**config.mk**
```make
export PLATFORM = sky130hd
export DESIGN_NAME = sdram_arbiter
export DESIGN_NICKNAME = d
export VERILOG_FILES = /design/src/rtl/sdram_arbiter.sv
export SDC_FILE = /design/constraint.sdc
export NUM_CORES = 1
export LEC_CHECK = 0
export CAP_MARGIN = 20
export CORE_ASPECT_RATIO = 0.9
export CORE_MARGIN = 2
export CORE_UTILIZATION = 32
export DETAILED_ROUTE_END_ITERATION = 10
export PLACE_DENSITY = 0.68
export SYNTH_ARGS = -nofsm -noshare
export SYNTH_HDL_FRONTEND = slang
export SYNTH_SLANG_ARGS = --single-unit
```
**constraint.sdc**
```tcl
create_clock -name i_clk -period 5.62 [get_ports i_clk]
set_clock_uncertainty 0.1 [all_clocks]
set_input_delay 0.562 -clock i_clk [delete_from_list [all_inputs] [get_ports i_clk]]
set_output_delay 0.562 -clock i_clk [all_outputs]
set_load 0.02 [all_outputs]
```
**src/rtl/sdram_arbiter.sv**
```systemverilog
// sdram_arbiter: round-robin arbiter sharing one SDRAM read/write port among
// NUM_REQ requesters that each use a level read/write + finished handshake.
// One access at a time: IDLE -> ACCESS (strobe held) -> RESP (one-cycle pulse).
// A watchdog turns an access the SDRAM never completes into an error response.
module sdram_arbiter #(
  parameter int NUM_REQ = 3,
  parameter int ADDR_W  = 23,
  parameter int DATA_W  = 32,
  parameter int TIMEOUT = 1024
) (
  input  logic                      i_clk,
  input  logic                      i_rst,
  input  logic [NUM_REQ-1:0]        req_read,
  input  logic [NUM_REQ-1:0]        req_write,
  input  logic [NUM_REQ*ADDR_W-1:0] req_addr,
  input  logic [NUM_REQ*DATA_W-1:0] req_writedata,
  output logic [DATA_W-1:0]         req_readdata,
  output logic [NUM_REQ-1:0]        req_finished,
  output logic                      req_error,
  output logic                      sdram_read,
  output logic                      sdram_write,
  output logic [ADDR_W-1:0]         sdram_addr,
  output logic [DATA_W-1:0]         sdram_writedata,
  input  logic [DATA_W-1:0]         sdram_readdata,
  input  logic                      sdram_finished
);

  localparam int GW = (NUM_REQ > 1) ? $clog2(NUM_REQ) : 1;
  localparam int TW = $clog2(TIMEOUT);

  typedef enum logic [1:0] {IDLE, ACCESS, RESP} state_t;

  state_t              state;
  logic [GW-1:0]       last_grant;
  logic [GW-1:0]       grant;
  logic [TW-1:0]       wdog;

  logic                found;
  logic [GW-1:0]       win;
  logic [GW-1:0]       idx;
  logic                win_read;
  logic [ADDR_W-1:0]   win_addr;
  logic [DATA_W-1:0]   win_wdata;
  logic [NUM_REQ-1:0]  grant_onehot;

  // Round-robin search: first active requester after the last one granted.
  always_comb begin
    // NOTE: every signal written here gets a default first, so no path can leave
    // it unassigned and infer a latch.
    found = 1'b0;
    win   = last_grant;
    idx   = last_grant;
    for (int i = 1; i <= NUM_REQ; i++) begin
      idx = GW'((int'(last_grant) + i) % NUM_REQ);
      if (!found && (req_read[idx] || req_write[idx])) begin
        found = 1'b1;
        win   = idx;
      end
    end
  end

  // Winner's operation and operands; read takes precedence when both are set.
  always_comb begin
    win_read     = req_read[win];
    win_addr     = req_addr[int'(win)*ADDR_W +: ADDR_W];
    win_wdata    = req_writedata[int'(win)*DATA_W +: DATA_W];
    grant_onehot = NUM_REQ'(1) << grant;
  end

  // Access FSM with all outputs registered; reset aborts any access silently.
  always_ff @(posedge i_clk) begin
    // NOTE: state and outputs use non-blocking assignments so every register
    // updates from the values present before the edge, independent of order.
    if (i_rst) begin
      state           <= IDLE;
      last_grant      <= GW'(NUM_REQ-1);
      grant           <= '0;
      wdog            <= '0;
      req_readdata    <= '0;
      req_finished    <= '0;
      req_error       <= 1'b0;
      sdram_read      <= 1'b0;
      sdram_write     <= 1'b0;
      sdram_addr      <= '0;
      sdram_writedata <= '0;
    end else begin
      case (state)
        IDLE: begin
          req_finished <= '0;
          req_error    <= 1'b0;
          wdog         <= '0;
          if (found) begin
            grant           <= win;
            last_grant      <= win;
            sdram_addr      <= win_addr;
            // Reads never expose the requester's write data on the SDRAM bus.
            sdram_writedata <= win_read ? '0 : win_wdata;
            sdram_read      <= win_read;
            sdram_write     <= !win_read;
            state           <= ACCESS;
          end
        end
        ACCESS: begin
          if (sdram_finished) begin
            // Completion on the final watchdog cycle still counts as success.
            if (sdram_read) req_readdata <= sdram_readdata;
            sdram_read   <= 1'b0;
            sdram_write  <= 1'b0;
            req_finished <= grant_onehot;
            req_error    <= 1'b0;
            state        <= RESP;
          end else if (wdog == TW'(TIMEOUT-1)) begin
            sdram_read   <= 1'b0;
            sdram_write  <= 1'b0;
            req_finished <= grant_onehot;
            req_error    <= 1'b1;
            req_readdata <= '0;
            state        <= RESP;
          end else begin
            wdog <= wdog + TW'(1);
          end
        end
        RESP: begin
          req_finished <= '0;
          req_error    <= 1'b0;
          wdog         <= '0;
          state        <= IDLE;
        end
        default: state <= IDLE;
      endcase
    end
  end

endmodule

```
==> metrics.md <==
| Metric | Value |
|---|---|
| Number of max-capacitance violations reported | 0 |
| Number of instances on the worst hold path | 2 |
| Fraction of post-synthesis cell area in the top cell type by area | about two fifths |
| Largest vdd supply drop | 0.2252 mV |
| Worst Slack Setup Final | about 1.5 ns |
| Placement row count | 45 |
| # nets final | between 1k and 1.5k |
| Areal power density over the cells | 478.1 nW/µm² |
| Number of global-route vias before repair | 6037 |
| Worst path most repeated cell | and2_1 |
| Diode count | 0 |
| Initial antenna violation count | 0 |
| Final count of negative-setup-slack endpoints | 0 |
| CTS clk-pin slew, worst paths | around 0.08 ns |
| Buffers inserted by post-CTS timing repair | 0 |
| Most used cells in the layout excluding fill and tap cells | clkdlybuf4s50_1 (297), dfxtp_1 (108), nor2_1 (79) |
| Category of cells accounting for the largest share of critical-path delay | simple AND/OR/NAND/NOR gates |
| Area used by sequential logic in the layout | 2162 µm² |
| Pins over their slew limit | 0 |
| Synth cell types | between 50 and 60 |
| Design Power | 4.220 mW |
| Data arrival, critical path | 4.27 ns |
| Slew HR | 30.01% |
| Synthesized net count | around 890 |
| Fill cell total of the finished layout | 1631 |
| Hold Path Class | reg -> reg |
| Remaining design rule violation count | 0 |
| GP Congestion | between 0.9 and 1 |
| Register-to-register setup slack | 1.50 ns |
| Gate Count Post-Synth | around 680 |
| Number of search-and-repair iterations in the first detailed-routing pass | 5 |
| Worst-margin pin slew | 1.050 ns |
| Max stage delay cell, worst path | and2_1 |
| Dominant cell type by area after synthesis | dfxtp_1 |
| PostCTS Resize Cnt | 0 |
| Total die area | 18250 µm² |
| Vertical die dimension | between 100 and 150 µm |
| Starting density of the core | 32.67% |
| Start-to-end type of the worst setup path | reg -> reg |
| Minimum clock period | 4.120 ns |
| Average footprint of a synthesized cell | 8.137 µm² |
| Most common cell after layout, fill and taps aside | clkdlybuf4s50_1 |
| Routed Wire Length | 19920 µm |
| Count of warnings emitted by yosys | 0 |
| Critical Path, Cell by Cell | ha_1, nor3b_1, nor3_1, o221ai_1, and2_1, and2_1, nand2_1, a311oi_1 |
| Width of the die | 142.2 µm |
| Total area of multi-input combinational cells | between 3000 and 4000 µm² |
| Critical path required time | just under 6 ns |
| Boundary pin count | 299 |
| Cell count after placement | 1126 |
| Cell Count, Final, Fillers Out | 1142 |
| Placeable core region | 16830 µm² |
| Fraction of the yosys area taken by sequential cells | roughly two fifths |
| Global-route wire length before repair | approximately 31000 µm |
| Post-detailed-route via-to-cell ratio | 5.369 |
| Count of routing violations after the opening detailed-route iteration | 311 |
| Highest clock rate | 242.7 MHz |
| Worst slack, placed | 1.352 ns |
| Layout cells sized above 1 | between 4 and 5% |
| Leak | 3.213 nW |
| Most area-consuming cells after synthesis | dfxtp_1 (39%), nand3_1 (5.7%), nor2_1 (5.5%), a22o_1 (5.1%), o21ai_0 (5.1%) |
| Setup TNS | 0 ns |
| Detailed-route via count | 6131 |
| Worst Min Path Start | req_finished[1] |
| Final hold violation count | 0 |
| TritonCTS clock tree | done |
| Root buffer selected by CTS | clkbuf_16 |
| Sum of buffers and inverters on the critical path | 0 |
| Placed wire-length estimate after detailed placement | 13870 µm |
| Post-synthesis register bit count | 108 |
| Largest fanout on the critical path | 26 |
| Netlist area before placement | 5500 µm² |
| Clock insertion delay at the later pin of the skew report | 0.34 ns |
| Depth of the worst register-to-register path | 8 |
| Setup crit start kind | flop |
| Maximum number of pins on one net before global-route repair | 66 |
| Result of the run | finished clean |
| Hold buffer count at CTS | 0 |
| Layout Utilization | 52.43% |
| CTS HTree Levels | 3 |
| Sink count of the clock tree | 108 |
| Hold-critical path endpoint | req_finished[1] |
| Reg2Reg Capture Point | sdram_addr[18] |
| TritonCTS Buffers | 9 |
| Unrepaired setup endpoints after global routing | false |
| Remaining number of nets flagged by the antenna check after routing | 0 |
| Max incr delay on CP | 0.88 ns |
| Clock buffer depth | 2 |
| Layout-stage area growth over the synthesis result | 60.46% |
| Total of buffers placed on input and output ports | just under 300 |
| Wire per inst | ~17 µm |
| Endpoint class of the critical path | flop |
| Final worst path period share | approximately 73% |
| Total routing usage reported by global routing | a little over a fifth |
| Total global routing overflow | 0 |
| Origin of the critical flop-to-flop path | last_grant[0] |
==> metal layers <==
layer  global-route usage, %  vias to the layer above  share of wire (%)
li1                        -                     3020                  -
met1                   24.51                     2832                 41
met2                   36.94                      239                 48
met3                   6.364                       40                7.3
met4                   9.294                        0                3.5
met5                       0                        -                  0
==> cell usage after synthesis (all sizes together) <==
cell	count
a2111oi	1
a211o	4
a211oi	3
a21boi	1
a21o	24
a21oi	42
a22o	32
a22oi	32
a311o	2
a311oi	26
a31oi	34
and2	4
and3	2
and4	4
buf	23
clkbuf	47
dfxtp	108
ha	5
inv	5
mux2i	2
nand2	32
nand2b	3
nand3	63
nand4	2
nor2	81
nor2b	2
nor3	6
nor3b	2
nor4	3
o211a	1
o21a	1
o21ai	59
o21bai	1
o221ai	1
o22a	2
o22ai	1
o2bb2ai	2
o32a	2
or2	1
or3	1
or4	2
xnor2	2
xor2	5
==> state kept, by name, indices dropped and copies added, names as in the netlist <==
signal,flops
grant,1
req_finished,3
sdram_read,1
sdram_writedata,32
state,2
req_error,1
wdog,10
req_readdata,32
sdram_write,1
sdram_addr,23
last_grant,2
==> layout make-up <==
cell class | instances | area share (%)
clock inverter | 6 | 0.5529
multi-input combinational | 493 | 34.48
tap | 211 | 2.991
timing repair buffer | 309 | 34.68
sequential | 108 | 24.50
clock buffer | 10 | 2.594
inverter | 5 | 0.2126
==> where the power goes <==
part / total, mW / switching [mW] / internal, mW
sequential: 0.997 / 0.0852 / 0.912
combinational: 2.62 / 1.54 / 1.08
clock: 0.605 / 0.299 / 0.306
total: 4.22 / 1.93 / 2.29
==> logic make-up (layout without fill, tap and decap cells) <==
kind of cell,Yosys count,in the layout,synth area share [%]
muxes,2,2,0.3640
AOI/OAI and AO/OA,271,271,34.19
and+or+nand+nor,208,208,17.70
DFF,108,108,39.31
xor gates and xnor gates,7,7,1.115
adders and majority gates,5,5,1.137
buffers and inverters,75,330,6.187
==> worst min-delay path, delay by kind of cell (launching register included) <==
kind | cells | cell delay [ns]
AO/OA/AOI/OAI | 2 | 0.12
flip-flops | 1 | 0.31
==> worst max-delay path by stage <==
stage / startpoint / end / cells after the start / slack [ns]
after detailed placement: req_read[1] / sdram_addr[18] / 8 / 1.35
final: last_grant[0] / sdram_addr[18] / 8 / 1.50
after CTS: last_grant[0] / sdram_addr[18] / 8 / 1.47
after global placement: req_read[1] / sdram_addr[10] / 8 / 1.49
after floorplan: last_grant[0] / sdram_read / 11 / 2.76
after global routing: last_grant[0] / sdram_addr[4] / 8 / 1.13
==> stage by stage <==
stage                     hold WS, ns  instance area (µm²)
after global routing           0.3919                 8826
after CTS                      0.3804                 8826
final                          0.3785                 8826
after detailed placement       0.3643                 8548
after global placement         0.3608                 8548
after floorplan                0.3669                 5500
Power figures use the tool's default switching activity.
==> RTL edit 1 (config.mk and constraints unchanged) <==
Make the reset (`i_rst`) asynchronous in one clocked block.
--- a/src/rtl/sdram_arbiter.sv
+++ b/src/rtl/sdram_arbiter.sv
@@ -68,7 +68,7 @@
   end
 
   // Access FSM with all outputs registered; reset aborts any access silently.
-  always_ff @(posedge i_clk) begin
+  always_ff @(posedge i_clk or posedge i_rst) begin
     // NOTE: state and outputs use non-blocking assignments so every register
     // updates from the values present before the edge, independent of order.
     if (i_rst) begin
Check against the original RTL: differs if i_rst is asserted again (counterexample within 4 cycles, from zero or initial values and one cycle with i_rst high); with i_rst held inactive, the same outputs for 4 cycles.
==> RTL edit 1 against the unedited design <==
- final cell count increased by 2.2%
- setup slack better by 40 ps
- synthesized cell count decreased by 3.7%
- total power rose by 43%
- count of clock-buffer cells in the layout is the same
- non-clock buffer count unchanged
- routed wire length down 1.3%
- largest power group unchanged
- design area rose by 5.7%
- sequential cell count unchanged
- synthesized area grew 7.1%
==> RTL edit 1: results <==
export IMPL_dr_pass1_iters=4
export IMPL_irDropWorstVdd_mv=0.408
export IMPL_first_iter_violations=323
export IMPL_grt_max_degree=73
export IMPL_synth_nets=862
export IMPL_antenna_found_initial=1
export IMPL_nets=1128
export IMPL_num_vias=5803
export IMPL_postCtsSetupBuffers=0
export IMPL_arrival_ps=4170
export IMPL_status="finished, final reports clean"
export IMPL_clk_path_buf_depth=2
export IMPL_clkSlewWorstSetupHoldPaths_ps=70
export IMPL_crit_fanout=37
export IMPL_synthFlopType="dfrtp_1"
export IMPL_hpwl_mm=14.0
export IMPL_tightest_slew_ps=1030
export IMPL_synth_area_top_cells="dfrtp_1, nand2_1, a21oi_1"
export IMPL_seq_area_frac_synth=0.459
export IMPL_async_flop_share=1.00
export IMPL_syn_inst=651
export IMPL_track_usage=0.201
export IMPL_dp_cells=1151
export IMPL_power_leakage_nw=3.89
export IMPL_drive_above_1_share=0.0748
export IMPL_synth_commonest_cells="nand2_1, dfrtp_1, a21oi_1"
## RTL edit 1: cell count changes in the layout (fill, tap and decap cells not counted), sizes merged, moves of 26 or more
cell    change
a211oi     +31
a22o       -31
a22oi      -30
a311oi     -26
dfrtp     +107
dfxtp     -108
nand2     +100
nor2       -49
nor2b      +37
o21ai      -55
o31ai      +32
## RTL edit 1: final timing paths
kind / start / to / slack (ps) / cells past startpoint
worst min register to register: req_readdata[31] / req_readdata[31] / 370 / 2
worst max-delay path: last_grant[1] / sdram_writedata[2] / 1540 / 10
min in group asynchronous: i_rst / req_readdata[26] / 680 / 2
worst max register to register: last_grant[1] / sdram_writedata[2] / 1540 / 10
max in group asynchronous: i_rst / sdram_writedata[5] / 3730 / 3
worst min-delay path: req_readdata[31] / req_readdata[31] / 370 / 2
## RTL edit 1: stage by stage
step	worst slack, ps	instance area [µm²]	hold WS (ps)	utilization	power [mW]
detailed placement	1440	9020	354	0.495	5.44
global placement	1520	8990	349	0.493	5.37
global route	1270	9330	394	0.512	6.52
floorplan	2110	5890	393	-	4.15
finish	1540	9330	367	0.512	6.05
CTS	1550	9330	372	0.512	6.13
## RTL edit 1: final cells by class
class                   instances  area [µm²]
multi-input cells             483        2890
inverters                       6        25.0
clock buffers                  10         239
fillers                      1726        8900
flip-flops and latches        108        2700
repair buffers                309        3100
well taps                     245         307
clock inverters                 6        71.3
## RTL edit 1: power breakdown
group	switching (mW)	total [mW]	internal, mW
Sequential	0.193	1.31	1.11
Combinational	2.45	4.07	1.62
Clock	0.308	0.669	0.362
Total	2.95	6.05	3.10
## RTL edit 1: kinds of logic after synthesis
family,Yosys count,share of synthesized area
and+or+nand+nor,271,0.215
adders and majority gates,5,0.0106
buffers and inverters,60,0.0552
xor gates and xnor gates,8,0.0119
muxes,26,0.0491
AOI/OAI and AO/OA,173,0.199
DFF,108,0.459
## RTL edit 1: per-layer routing
| layer | up-vias | global-route usage | wire (µm) |
|---|---|---|---|
| met4 | 2 | 0.0572 | 496 |
| met1 | 2722 | 0.241 | 8170 |
| met2 | 222 | 0.347 | 9550 |
| li1 | 2823 | - | - |
| met3 | 34 | 0.0645 | 1440 |
| met5 | - | 0 | 13 |
## RTL edit 1: critical path: stages, from the launching register on
cell	delay (ps)
dfstp_2	560
inv_1	70
ha_1	420
o21ba_2	230
a222oi_1	430
and2_2	330
a21o_2	440
buf_4	460
nand3_2	160
o211ai_4	430
o31ai_1	200
==> RTL edit 2 (config.mk and constraints unchanged) <==
Made on the original files. Change the parameter `TIMEOUT` from 1024 to 512.
--- a/src/rtl/sdram_arbiter.sv
+++ b/src/rtl/sdram_arbiter.sv
@@ -6,7 +6,7 @@
   parameter int NUM_REQ = 3,
   parameter int ADDR_W  = 23,
   parameter int DATA_W  = 32,
-  parameter int TIMEOUT = 1024
+  parameter int TIMEOUT = 512
 ) (
   input  logic                      i_clk,
   input  logic                      i_rst,
Check against the original RTL: same outputs for any inputs over 4 cycles, from zero or initial values and one cycle with i_rst high; that may be too few to reach the edited logic, so the function may still have changed.
==> RTL edit 2 against the unedited design <==
- clock power grew 7.1%
- total power up 4.3%
- critical endpoint is now sdram_writedata[12]
- setup slack improved by 370 ps
- count of clock-buffer cells in the layout is the same
- sequential cell count down 1
- synthesized area fell by 6.1%
- maximum frequency grew 10%
- design area decreased by 3.1%
- routed wire length down 4.8%
==> RTL edit 2: results <==
export IMPL_dpl_cell_area_um2=8230
export IMPL_wl_per_cell_um=18.3
export IMPL_seqPwrFrac=0.251
export IMPL_grt_max_degree=71
export IMPL_dp_slack_ps=1660
export IMPL_rows=44
export IMPL_wl_met1_mm=7.60
export IMPL_timing_fmax_mhz=267
export IMPL_synth_distinct_cells=49
export IMPL_route_met3_wl_mm=1.61
export IMPL_r2r_end="sdram_writedata[12]"
export IMPL_routed_wl_met2_mm=9.47
export IMPL_hold_ws_ps=382
export IMPL_hold_path_end="sdram_writedata[25]"
export IMPL_grt_first_pass_wirelength_mm=28.6
export IMPL_status="finished, final reports clean"
export IMPL_viasPerCell=5.20
export IMPL_crit_fanout=38
export IMPL_synth_area_top_cells="dfxtp_1, nor2_1, a32oi_1"
export IMPL_r2r_slack_ps=1870
export IMPL_comb_multi_input_count=397
export IMPL_final_util=0.535
export IMPL_dr_pass1_iters=6
export IMPL_min_from="sdram_writedata[25]"
export IMPL_syn_avg_cell_area_um2=9.19
export IMPL_seq_cells=107
export IMPL_synth_commonest_cells="dfxtp_1, nor2_1, nand2_1"
-- RTL edit 2: changes by cell type after synthesis, moves of 4 or more --
cell | before | now
and4_1 | 4 | 0
a21oi_1 | 41 | 8
a21o_1 | 24 | 0
nor3_1 | 4 | 27
a31oi_1 | 34 | 0
o21ai_0 | 56 | 37
a32oi_1 | 0 | 33
clkbuf_1 | 47 | 28
nand3_1 | 63 | 3
mux2_1 | 0 | 22
a311oi_1 | 25 | 2
a221oi_2 | 0 | 19
nand2_1 | 32 | 42
a221oi_1 | 0 | 4
-- RTL edit 2: kinds of logic (layout without fill, tap and decap cells) --
kind of cell             after synthesis  after routing  synth area share
XOR/XNOR                               5              5           0.00848
AO/OA/AOI/OAI                        183            183             0.295
buffers and inverters                 58            327            0.0572
AND/OR/NAND/NOR                      177            177             0.153
flip-flops                           107            107             0.415
adder cells (fa/ha/maj)                6              6            0.0145
multiplexers                          26             26            0.0567
